### src/rtl/core2axi4l.sv
// Bridges a core memory port (req/gnt/rvalid) to an AXI4-Lite master.
// At most one transaction is outstanding; AW and W channels complete independently.
module core2axi4l #(
  parameter logic [2:0] AXPROT = 3'b000
) (
  input  logic        aclk,
  input  logic        areset,
  input  logic        core_req,
  input  logic        core_we,
  input  logic [3:0]  core_be,
  input  logic [31:0] core_addr,
  input  logic [31:0] core_wdata,
  output logic        core_gnt,
  output logic        core_rvalid,
  output logic [31:0] core_rdata,
  output logic        core_err,
  output logic        awvalid,
  input  logic        awready,
  output logic [31:0] awaddr,
  output logic [2:0]  awprot,
  output logic        wvalid,
  input  logic        wready,
  output logic [31:0] wdata,
  output logic [3:0]  wstrb,
  input  logic        bvalid,
  output logic        bready,
  input  logic [1:0]  bresp,
  output logic        arvalid,
  input  logic        arready,
  output logic [31:0] araddr,
  output logic [2:0]  arprot,
  input  logic        rvalid,
  output logic        rready,
  input  logic [31:0] rdata,
  input  logic [1:0]  rresp
);

  typedef enum logic [2:0] {
    StIdle,
    StRdAddr,
    StRdData,
    StWrReq,
    StWrResp,
    StResp
  } state_e;

  state_e      state_q;
  logic [31:0] addr_q;
  logic [31:0] wdata_q;
  logic [3:0]  be_q;
  logic        aw_done_q;
  logic        w_done_q;
  logic        err_q;
  logic [31:0] rdata_q;
  logic        awvalid_q;
  logic        wvalid_q;
  logic        bready_q;
  logic        arvalid_q;
  logic        rready_q;
  logic        core_rvalid_q;

  logic aw_done_d;
  logic w_done_d;

  // A channel counts as done once its handshake has happened, this cycle or earlier.
  assign aw_done_d = aw_done_q | (awvalid_q & awready);
  assign w_done_d  = w_done_q | (wvalid_q & wready);

  always_ff @(posedge aclk) begin
    if (areset) begin
      state_q       <= StIdle;
      addr_q        <= 32'h0;
      wdata_q       <= 32'h0;
      be_q          <= 4'h0;
      aw_done_q     <= 1'b0;
      w_done_q      <= 1'b0;
      err_q         <= 1'b0;
      rdata_q       <= 32'h0;
      awvalid_q     <= 1'b0;
      wvalid_q      <= 1'b0;
      bready_q      <= 1'b0;
      arvalid_q     <= 1'b0;
      rready_q      <= 1'b0;
      core_rvalid_q <= 1'b0;
    end else begin
      unique case (state_q)
        StIdle: begin
          if (core_req) begin
            addr_q  <= core_addr;
            wdata_q <= core_wdata;
            be_q    <= core_be;
            if (core_we) begin
              aw_done_q <= 1'b0;
              w_done_q  <= 1'b0;
              awvalid_q <= 1'b1;
              wvalid_q  <= 1'b1;
              state_q   <= StWrReq;
            end else begin
              arvalid_q <= 1'b1;
              state_q   <= StRdAddr;
            end
          end
        end
        StRdAddr: begin
          if (arready) begin
            arvalid_q <= 1'b0;
            rready_q  <= 1'b1;
            state_q   <= StRdData;
          end
        end
        StRdData: begin
          if (rvalid) begin
            rdata_q       <= rdata;
            err_q         <= (rresp != 2'b00);
            rready_q      <= 1'b0;
            core_rvalid_q <= 1'b1;
            state_q       <= StResp;
          end
        end
        StWrReq: begin
          aw_done_q <= aw_done_d;
          w_done_q  <= w_done_d;
          if (awvalid_q && awready) awvalid_q <= 1'b0;
          if (wvalid_q && wready) wvalid_q <= 1'b0;
          if (aw_done_d && w_done_d) begin
            bready_q <= 1'b1;
            state_q  <= StWrResp;
          end
        end
        StWrResp: begin
          if (bvalid) begin
            err_q         <= (bresp != 2'b00);
            bready_q      <= 1'b0;
            core_rvalid_q <= 1'b1;
            state_q       <= StResp;
          end
        end
        StResp: begin
          core_rvalid_q <= 1'b0;
          state_q       <= StIdle;
        end
        default: state_q <= StIdle;
      endcase
    end
  end

  // Grant is suppressed while reset is asserted so nothing is accepted during it.
  assign core_gnt    = core_req & (state_q == StIdle) & ~areset;
  assign core_rvalid = core_rvalid_q;
  assign core_rdata  = rdata_q;
  assign core_err    = core_rvalid_q & err_q;

  assign awvalid = awvalid_q;
  assign awaddr  = addr_q;
  assign awprot  = AXPROT;
  assign wvalid  = wvalid_q;
  assign wdata   = wdata_q;
  assign wstrb   = be_q;
  assign bready  = bready_q;
  assign arvalid = arvalid_q;
  assign araddr  = addr_q;
  assign arprot  = AXPROT;
  assign rready  = rready_q;

endmodule

### config.mk
export PLATFORM = sky130hd
export DESIGN_NAME = core2axi4l
export DESIGN_NICKNAME = d
export VERILOG_FILES = /design/src/rtl/core2axi4l.sv
export SDC_FILE = /design/constraint.sdc
export NUM_CORES = 1
export LEC_CHECK = 0
export ABC_AREA = 1
export BUFFER_PORTS_ARGS = -buffer_cell sky130_fd_sc_hd__buf_2
export CORE_UTILIZATION = 47
export DETAILED_ROUTE_END_ITERATION = 7
export GPL_ROUTABILITY_DRIVEN = 0
export MAX_ROUTING_LAYER = met4
export PLACE_DENSITY_LB_ADDON = 0.3
export SYNTH_ARGS = -nofsm -noshare
export SYNTH_HDL_FRONTEND = slang
export SYNTH_SLANG_ARGS = --single-unit
export TNS_END_PERCENT = 5
### constraint.sdc
create_clock -name aclk -period 3.3 [get_ports aclk]
set_clock_uncertainty 0.05 [all_clocks]
set_input_delay 0.66 -clock aclk [delete_from_list [all_inputs] [get_ports aclk]]
set_output_delay 0.66 -clock aclk [all_outputs]
set_load 0.005 [all_outputs]
==> flow_summary.json <==
{
  "die-height_um": 99.6,
  "diodes": 0,
  "synth.top_cells.by_count": "inv_1, dfxtp_1, a21oi_1",
  "antenna_found_initial": 0,
  "nets": 880,
  "worst_pin_slew_ns": 0.548,
  "fillCellCount": 859,
  "io_pins": 259,
  "outcome": "finished, final reports clean",
  "syn-cell-area_um2": 4470,
  "cts_buffer_depth": 2,
  "yosys.area.top_type": "dfxtp_1",
  "start_kind": "register",
  "overflow": 0,
  "cts_made_buffers": 9,
  "cpPeakStageDelay_ns": 0.39,
  "path_class": "register to output port",
  "synth.most_common_cell": "inv_1",
  "p_per_area_nw_per_um2": 759,
  "cp_num_buf_inv": 1,
  "crit_family": "simple AND/OR/NAND/NOR gates",
  "root_buffer": "clkbuf_8",
  "ctsHoldBuffers": 0,
  "endpoint_kind": "output port",
  "setup_viol": 0,
  "ys_seq_area_frac": 0.501,
  "regArea_um2": 2240,
  "max_slew_margin": 0.635,
  "cp_max_fo": 7,
  "power_mw": 4.33,
  "clk_pin_slew_ns": 0.11,
  "dieArea_um2": 9910,
  "dr.first_iter.drc_count": 75,
  "yosys.area.top_type_share": 0.501,
  "period_needed_ns": 2.27,
  "finalHoldViolCount": 0,
  "vias": 4126,
  "crit_top_cell": "nor2_1",
  "synth_flop_cell": "dfxtp_1",
  "pre_cts_slack_ns": 1.30,
  "htree_levels": 3,
  "drc": 0,
  "synth_area_leaders": "dfxtp_1, a21oi_1, inv_1, buf_4, o21ai_1",
  "via_per_inst": 4.58,
  "port_buffers": 252,
  "synthCells": 567,
  "multi_input_area_um2": 1360,
  "fin_tns_setup_ns": 0,
  "drive_gt1_frac": 0.360,
  "async_flop_share": 0,
  "drt-total-wl_um": 10600,
  "yosysWarnings": 0,
  "grt_max_degree": 138,
  "slew_violations": 0,
  "slowest_stage": "dfxtp_1",
  "hold_ws_ns": 0.397,
  "grtUsageTotal": 0.213,
  "hpwlAfterDp_um": 7840,
  "path_cells": "nor2_1, nand3_4, nor2_1, buf_2",
  "syn2layout_area_growth_pct": 27.5,
  "postLayoutSetupSlackWorst_ns": 1.03,
  "row_count": 35,
  "clk_latency_ns": 0.35,
  "grt_pass1_wl_um": 16600,
  "fmax_mhz": 440,
  "vdd_drop_max_v": 0.000430,
  "grt_pass1_vias": 3651,
  "hp-class": "register to register",
  "dieWidth_um": 99.6,
  "ctsResizeCount": 0,
  "synth-edff-count": 0,
  "cts_tree": "built",
  "clock-sinks": 112,
  "arrival_ns": 1.56,
  "start_util": 0.484,
  "cap_violations": 0,
  "avgRoutedWirePerCell_um": 11.8,
  "core-area_um2": 9240,
  "postSynthAreaPerCell_um2": 7.89,
  "cp.required_ns": 2.59,
  "leakage_nw": 2.84,
  "drtPass1Iterations": 4,
  "post-cts-setup-buffers": 0,
  "yosysUniqueCellTypes": 21,
  "fin_crit_sh": 0.688,
  "ant_nets": 0,
  "ys_ff_latch": 112,
  "rsz0062_at_grt": "no"
}
cell usage in the layout (no fill, tap or decap), drive strengths merged:
cell	n
o21ai	106
dfxtp	112
nand3	11
o211a	1
clkinv	2
clkbuf	9
buf	255
nor3	1
clkinvlp	1
nand3b	1
nor2	11
conb	6
nand2	23
nand4	1
o211ai	1
inv	119
a21oi	111
bufinv	1
metal layers:
| layer | vias up | wire length (um) | GRT usage |
|---|---|---|---|
| li1 | 2166 | - | - |
| met1 | 1800 | 4750 | 0.254 |
| met2 | 145 | 5140 | 0.358 |
| met3 | 15 | 580 | 0.0478 |
| met4 | 0 | 172 | 0.0622 |
| met5 | - | 0 | - |
through the flow:
stage | instances | instance area (um2) | utilization
floorplan | 572 | 4490 | -
global placement | 885 | 5500 | 0.596
detailed placement | 885 | 5500 | 0.596
CTS | 901 | 5700 | 0.617
global route | 901 | 5700 | 0.617
finish | 901 | 5700 | 0.617
logic make-up (layout without fill, tap and decap cells):
kind of cell	count (synthesis)	count (layout)	share of synthesized area
compound gates	219	219	0.247
buf+inv	187	387	0.203
flops	112	112	0.501
simple gates	48	48	0.0484
other cells	1	6	0.000838
final cells by class:
type,count,share of cell area
multi-input combinational,273,0.238
sequential,112,0.393
tap,129,0.0283
clock buffer,9,0.0217
clock inverter,7,0.0136
timing repair buffer,255,0.229
inverter,116,0.0763
tightest hold or removal path: cells and delay by family (launching register included):
family	cells	cell delay (ns)
buffers and inverters	1	0.04
AO/OA/AOI/OAI	1	0.04
flip-flops	1	0.33
report_power, final:
| group | internal [mW] | switching, mW |
|---|---|---|
| clock network | 0.360 | 0.470 |
| registers | 1.73 | 0.233 |
| logic | 0.655 | 0.888 |
| total | 2.74 | 1.59 |
worst paths after layout:
kind / startpoint / to / slack [ns] / cells after the start
max reg2reg: state_q[2] / core_rdata[14] / 1.71 / 5
max: state_q[1] / core_gnt / 1.03 / 4
min reg2reg: wdata[30] / wdata[30] / 0.40 / 2
min: wdata[30] / wdata[30] / 0.40 / 2
sequential cells by signal, summed over array words and instances, names as in the netlist, 3 cells and up:
register    cells
araddr         32
core_rdata     32
state_q         3
wdata          32
wstrb           4
No activity file was read; power rests on OpenSTA's default activity.
